--- config.mk ---
export PLATFORM = sky130hd
export DESIGN_NAME = ldpc_ber_sweep_ctrl
export DESIGN_NICKNAME = d
export VERILOG_FILES = /design/src/rtl/ldpc_ber_pkg.sv /design/src/rtl/ldpc_sat_step.sv /design/src/rtl/ldpc_ber_sweep_ctrl.sv
export SDC_FILE = /design/constraint.sdc
export NUM_CORES = 1
export LEC_CHECK = 0
export ABC_AREA = 1
export BUFFER_PORTS_ARGS = -buffer_cell sky130_fd_sc_hd__buf_2
export CAP_MARGIN = 40
export CORE_AREA = 2 2 248 250
export DETAILED_ROUTE_END_ITERATION = 6
export DIE_AREA = 0 0 250 252
export PLACE_DENSITY = 0.51
export SLEW_MARGIN = 40
export SYNTH_ARGS = -nofsm -noshare
export SYNTH_HDL_FRONTEND = slang
export SYNTH_SLANG_ARGS = --single-unit
--- constraint.sdc ---
create_clock -name data_clk -period 2.95 [get_ports data_clk]
set_input_delay 0.295 -clock data_clk [delete_from_list [all_inputs] [get_ports data_clk]]
set_output_delay 0.295 -clock data_clk [all_outputs]
set_load 0.005 [all_outputs]
--- src/rtl/ldpc_ber_pkg.sv ---
// Shared types and widths for the LDPC BER sweep controller.
package ldpc_ber_pkg;

    localparam int unsigned CNT_W    = 64;
    localparam int unsigned FACTOR_W = 16;

    typedef enum logic [2:0] {
        StIdle,
        StReset,
        StRun,
        StDrain,
        StReport
    } sweep_state_e;

endpackage

--- src/rtl/ldpc_sat_step.sv ---
// Unsigned factor plus signed step, clamped to the unsigned factor range.
module ldpc_sat_step
    import ldpc_ber_pkg::*;
(
    input  logic [FACTOR_W-1:0] base_i,
    input  logic [FACTOR_W-1:0] step_i,
    output logic [FACTOR_W-1:0] result_o
);

    // Two guard bits: one for the carry above 0xFFFF, one for the sign below zero.
    logic signed [FACTOR_W+1:0] sum;

    assign sum = $signed({2'b00, base_i}) + $signed({{2{step_i[FACTOR_W-1]}}, step_i});

    always_comb begin
        result_o = sum[FACTOR_W-1:0];
        if (sum[FACTOR_W+1]) begin
            result_o = '0;
        end else if (sum[FACTOR_W]) begin
            result_o = '1;
        end
    end

endmodule

--- src/rtl/ldpc_ber_sweep_ctrl.sv ---
// SNR sweep sequencer: steps the AWGN factor, runs each point to its budget,
// drains the datapath and hands one result record per point to the consumer.
module ldpc_ber_sweep_ctrl
    import ldpc_ber_pkg::*;
#(
    parameter int unsigned RESET_CYCLES = 16,
    parameter int unsigned POINT_W      = 8
) (
    input  logic                data_clk,
    input  logic                data_reset,
    input  logic                ctrl_start,
    input  logic                ctrl_abort,
    input  logic [FACTOR_W-1:0] cfg_factor_start,
    input  logic [FACTOR_W-1:0] cfg_factor_step,
    input  logic [POINT_W-1:0]  cfg_num_points,
    input  logic [CNT_W-1:0]    cfg_max_blocks,
    input  logic [CNT_W-1:0]    cfg_min_failed,
    input  logic [CNT_W-1:0]    data_finished_blocks,
    input  logic [CNT_W-1:0]    data_bit_errors,
    input  logic [CNT_W-1:0]    data_failed_blocks,
    input  logic [31:0]         data_in_flight,
    output logic                data_en,
    output logic                data_sw_resetn,
    output logic [FACTOR_W-1:0] data_factor,
    output logic                status_busy,
    output logic                status_done,
    output logic [POINT_W-1:0]  status_point,
    output logic                res_valid,
    input  logic                res_ready,
    output logic [POINT_W-1:0]  res_point,
    output logic [FACTOR_W-1:0] res_factor,
    output logic [CNT_W-1:0]    res_finished,
    output logic [CNT_W-1:0]    res_bit_errors,
    output logic [CNT_W-1:0]    res_failed
);

    localparam int unsigned    RstW    = (RESET_CYCLES > 1) ? $clog2(RESET_CYCLES) : 1;
    localparam logic [RstW-1:0] RstLast = RstW'(RESET_CYCLES - 1);

    sweep_state_e         state_q, state_d;
    logic [RstW-1:0]      rst_cnt_q, rst_cnt_d;
    logic [POINT_W-1:0]   point_q, point_d, num_points_q;
    logic [FACTOR_W-1:0]  factor_q, factor_d, step_q, factor_next;
    logic [CNT_W-1:0]     max_blocks_q, min_failed_q;
    logic                 abort_q, abort_d, done_q, done_d, drain_seen_q;
    logic                 start_ok, stop, last_point, capture;

    ldpc_sat_step u_sat_step (
        .base_i   (factor_q),
        .step_i   (step_q),
        .result_o (factor_next)
    );

    // Abort has priority over a simultaneous start.
    assign start_ok   = ctrl_start & ~ctrl_abort;
    assign last_point = (point_q == num_points_q - POINT_W'(1));
    assign stop       = ((max_blocks_q != '0) && (data_finished_blocks >= max_blocks_q)) ||
                        ((min_failed_q != '0) && (data_failed_blocks >= min_failed_q));

    always_comb begin
        state_d   = state_q;
        rst_cnt_d = '0;
        point_d   = point_q;
        factor_d  = factor_q;
        abort_d   = (state_q == StIdle) ? 1'b0 : (abort_q | ctrl_abort);
        done_d    = done_q;
        capture   = 1'b0;
        unique case (state_q)
            StIdle: begin
                if (start_ok) begin
                    done_d  = (cfg_num_points == '0);
                    point_d = '0;
                    if (cfg_num_points != '0) begin
                        factor_d = cfg_factor_start;
                        state_d  = StReset;
                    end
                end
            end
            StReset: begin
                rst_cnt_d = rst_cnt_q + RstW'(1);
                if (ctrl_abort) begin
                    state_d = StDrain;
                end else if (rst_cnt_q == RstLast) begin
                    state_d = StRun;
                end
            end
            StRun: begin
                if (ctrl_abort || stop) begin
                    state_d = StDrain;
                end
            end
            StDrain: begin
                // The first drain cycle never exits, so data_en is low for at least one cycle.
                if (drain_seen_q && (data_in_flight == '0)) begin
                    if (abort_q || ctrl_abort) begin
                        state_d = StIdle;
                    end else begin
                        state_d = StReport;
                        capture = 1'b1;
                    end
                end
            end
            StReport: begin
                if (res_ready) begin
                    if (last_point) begin
                        state_d = StIdle;
                        done_d  = 1'b1;
                    end else if (abort_q || ctrl_abort) begin
                        state_d = StIdle;
                    end else begin
                        state_d  = StReset;
                        point_d  = point_q + POINT_W'(1);
                        factor_d = factor_next;
                    end
                end
            end
            default: state_d = StIdle;
        endcase
    end

    always_ff @(posedge data_clk) begin
        if (data_reset) begin
            state_q        <= StIdle;
            rst_cnt_q      <= '0;
            point_q        <= '0;
            factor_q       <= '0;
            abort_q        <= 1'b0;
            done_q         <= 1'b0;
            drain_seen_q   <= 1'b0;
            step_q         <= '0;
            num_points_q   <= '0;
            max_blocks_q   <= '0;
            min_failed_q   <= '0;
            res_point      <= '0;
            res_factor     <= '0;
            res_finished   <= '0;
            res_bit_errors <= '0;
            res_failed     <= '0;
        end else begin
            state_q      <= state_d;
            rst_cnt_q    <= rst_cnt_d;
            point_q      <= point_d;
            factor_q     <= factor_d;
            abort_q      <= abort_d;
            done_q       <= done_d;
            drain_seen_q <= (state_q == StDrain);
            if ((state_q == StIdle) && start_ok) begin
                step_q       <= cfg_factor_step;
                num_points_q <= cfg_num_points;
                max_blocks_q <= cfg_max_blocks;
                min_failed_q <= cfg_min_failed;
            end
            if (capture) begin
                res_point      <= point_q;
                res_factor     <= factor_q;
                res_finished   <= data_finished_blocks;
                res_bit_errors <= data_bit_errors;
                res_failed     <= data_failed_blocks;
            end
        end
    end

    assign data_en        = (state_q == StRun);
    assign data_sw_resetn = (state_q != StReset);
    assign data_factor    = factor_q;
    assign status_busy    = (state_q != StIdle);
    assign status_done    = done_q;
    assign status_point   = point_q;
    assign res_valid      = (state_q == StReport);

endmodule
==> results by group <==
Pwr
  • Pwr per Cell Area: 617 nW/µm²
  • Sequential share of power: 36.3%
  • Switching Power: 5490 µW
  • Logic pwr share: 27.0%
  • Power Internal: 11700 µW
  • Pleak: 0.0135 µW
  • Final Power: 17200 µW
  • Peak VDD IR: 0.522 mV
  • Clock Power Share: 36.6%
  • Sw Share: 32.0%

Layout
  • Share of cells above drive strength 1: 22.2%
  • Fill count: 5930
  • Final net count: 3941
  • Area grow syn2layout: 46.9%

Setup path
  • CP max stage delay: 400 ps
  • Setup crit end kind: register
  • Critical Path Source: data_factor[0]
  • Critical path startpoint category: register
  • WP data required: 3470 ps
  • WS Path Type: register to register
  • Worst EP arrival: 3140 ps
  • Slowest CP cell: fa_1
  • Critical path peak fanout: 8
  • FF-to-FF Start: data_factor[0]
  • Critical path, cell by cell: ha_1 -> inv_1 -> fa_1 -> inv_1 -> nand3_1 -> nand2_1 -> a21oi_2 -> o21ai_2 -> nand3_1 -> nand2_1 -> nand2_2 -> nand2_4 -> inv_2 -> a21oi_1 -> nor2_1 -> nor2_1
  • Reg2reg path depth: 16

CTS
  • CTS tree: done
  • CTS Buf Count: 49
  • Clock latency at the later pin of the worst-skew pair: 590 ps
  • Clock buffer depth: 3
  • Root buffer cell: clkbuf_16
  • H-tree depth: 2
  • Clock transition at path regs: 60 ps
  • CTS Sinks: 402

Job
  • Max Cap Viol: 0

Synthesis
  • Ys flop type: dfxtp_1
  • Distinct cells, synth: 42
  • Async SR Flop Fraction: 0%
  • Post-synth EDFFs: 0
  • Post-synthesis sequential area ratio: 42.5%
  • Ys Warns: 0
  • Synth Instances: 2488
  • Syn Area/Cell: 7.61 µm²
  • Synthesized net count: 3034
  • Netlist Area Pre-Place: 18900 µm²
  • Seq cells post-synth: 402

Min path
  • Worst Hold Depth: 3
  • Worst hold path type: input port to register
  • Worst hold start: cfg_factor_start[9]

STA
  • Slew @ Worst Pin: 679 ps
  • Tcrit/Tclk final: 88.9%
  • TNS Setup: 0 ps
  • Setup Skew: 13.6 ps
  • Max frequency: 0.381 GHz
  • Final Max Tran Viols: 0
  • Slew Limit Headroom: 54.3%
  • Crit path time final: 2620 ps
  • Final setup viols: 0
  • Worst hold slack: 26.5 ps
  • Unrepaired setup endpoints after global routing: no
  • Final hold violations: 0

Global routing
  • Overflow after GRT: 0
  • Initial antenna violation count: 16
  • Vias in the first global route: 20100
  • First-pass GRT wire length: 108000 µm
  • Pin count of the biggest net entering global routing: 152
  • GRT Util Overall: 21.4%

Status
  • Failing checks: design-rule violations
  • Status: complete, but fails checks

Detailed routing
  • DR pass1 iterations: 7
  • Iter 0 DRT Violations: 1130
  • Antenna-violating nets left: 0
  • Vias: 20100
  • DR DRC count: 2
  • WL/cell: 16.5 µm
  • Via/cell ratio: 4.77
  • Routed wire length: 69800 µm

Placement
  • Port Buffers: 641
  • Final HPWL DP: 52000 µm
  • Gpl congestion: 0.865

Floorplan
  • I/O pin count: 642
  • Rows: 90
  • Die ar.: 63000 µm²
  • Initial core utilization: 31.5%
  • Placeable core area: 60100 µm²
  • Die Y: 252 µm
  • Chip width: 250 µm
## per-layer routing
layer	GRT usage (%)	wire length, µm	vias up
met5	0	127	-
met1	24.7	28700	9216
li1	-	-	10100
met4	8.67	2560	20
met2	38.0	33800	616
met3	5.00	4500	158
## layout make-up
class | count | area, µm² | share of cell area, %
Antenna cell | 6 | 15.0 | 0.0540
Sequential cell | 402 | 8050 | 28.9
Tap cell | 782 | 978 | 3.52
Clock inverter | 20 | 273 | 0.980
Inverter | 412 | 1550 | 5.59
Multi-Input combinational cell | 1543 | 8790 | 31.6
Timing Repair Buffer | 987 | 6760 | 24.3
Clock buffer | 69 | 1400 | 5.05
## timing repair
| item | CTS | global route |
|---|---|---|
| endpoints found under the setup margin | 0 | 8 |
| endpoints found under the hold margin | 327 | 0 |
| resized for setup | 0 | 3 |
| hold buffers | 327 | 0 |
| buffers inserted | 0 | 0 |
## state kept, by name (all words and copies together) (netlist names), 8 cells and up
signal	cells
res_point	8
res_failed	64
step_q	16
res_finished	64
max_blocks_q	64
res_bit_errors	64
num_points_q	8
res_factor	16
status_point	8
data_factor	16
min_failed_q	64
## final timing paths
check / slack [ps] / to
max reg2reg: 330 / data_factor[10]
min reg2reg: 470 / rst_cnt_q[0]
min: 30 / data_factor[9]
max: 330 / data_factor[10]
## power groups by stage
stage / logic, µW / registers [µW] / clock network [µW]
global placement: 4210 / 6330 / 0
CTS: 4670 / 6230 / 6470
floorplan: 2940 / 6280 / 0
global route: 5310 / 6290 / 6650
finish: 4640 / 6230 / 6290
detailed placement: 4290 / 6350 / 0
## synthesized netlist by cell type, types with 2 or more instances
library cell  instances  area (µm²)
o21a_1                3        22.5
or2_0                 2        12.5
nor4_1               22         138
nand2_1             176         661
clkinv_1              2        7.51
buf_4                 4        30.0
xor2_1               15         131
nand3_1              45         225
a31oi_1               4        25.0
and2_1                4        25.0
nor3b_1               2        15.0
o21ai_0             399        2000
clkbuf_1             81         304
ha_1                148        1850
nand3b_1              2        15.0
o21bai_1              3        22.5
a31o_2                4        35.0
a21oi_1             460        2300
nand4_1              52         325
nand2_2               3        18.8
o21ai_1              17        85.1
inv_2                 6        22.5
dfxtp_1             402        8050
inv_1               404        1520
nor3_1               11        55.1
a31o_1                3        26.3
a21o_1                7        52.6
buf_2                45         225
xnor2_1              10        87.6
o21ai_2               2        17.5
nor2_1              139         522
## layout by cell type (no fill, tap or decap), drive strengths merged
cell type	instances
clkinv	11
clkinvlp	2
fa	1
a221oi	1
clkbuf	69
nand3	46
o21a	3
xnor2	10
o211ai	1
diode	6
nand2	179
nor4	22
or2	4
xor2	15
inv	413
nor2	140
dfxtp	402
a31oi	4
nand4	52
and2	5
o21ai	418
nand3b	2
a31o	7
o21bai	3
bufinv	6
dlygate4sd3	327
nor3	12
buf	660
nor3b	2
ha	148
a21o	7
a21oi	461
## logic make-up after synthesis
family / share of synthesized area (%)
simple gates: 10.9
flops: 42.5
buf+inv: 11.2
fa+ha+maj: 9.89
xor+xnor: 1.16
compound gates: 24.4
## critical path, delay by kind of cell, from the launching register on
| family | cells | cell delay [ps] |
|---|---|---|
| AOI/OAI and AO/OA | 3 | 410 |
| adders and majority gates | 2 | 650 |
| buffers and inverters | 3 | 240 |
| DFF | 1 | 390 |
| and+or+nand+nor | 8 | 870 |
## stage by stage
stage / util (%) / instance area (µm²) / instances / setup WS (ps)
after CTS: 46.2 / 27800 / 4215 / 245
final: 46.3 / 27800 / 4221 / 327
after global routing: 46.3 / 27800 / 4220 / 21.6
after global placement: 38.0 / 22800 / 3799 / 354
after detailed placement: 38.0 / 22800 / 3799 / 260
after floorplan: - / 18900 / 2488 / 651
Power figures use the tool's default switching activity.
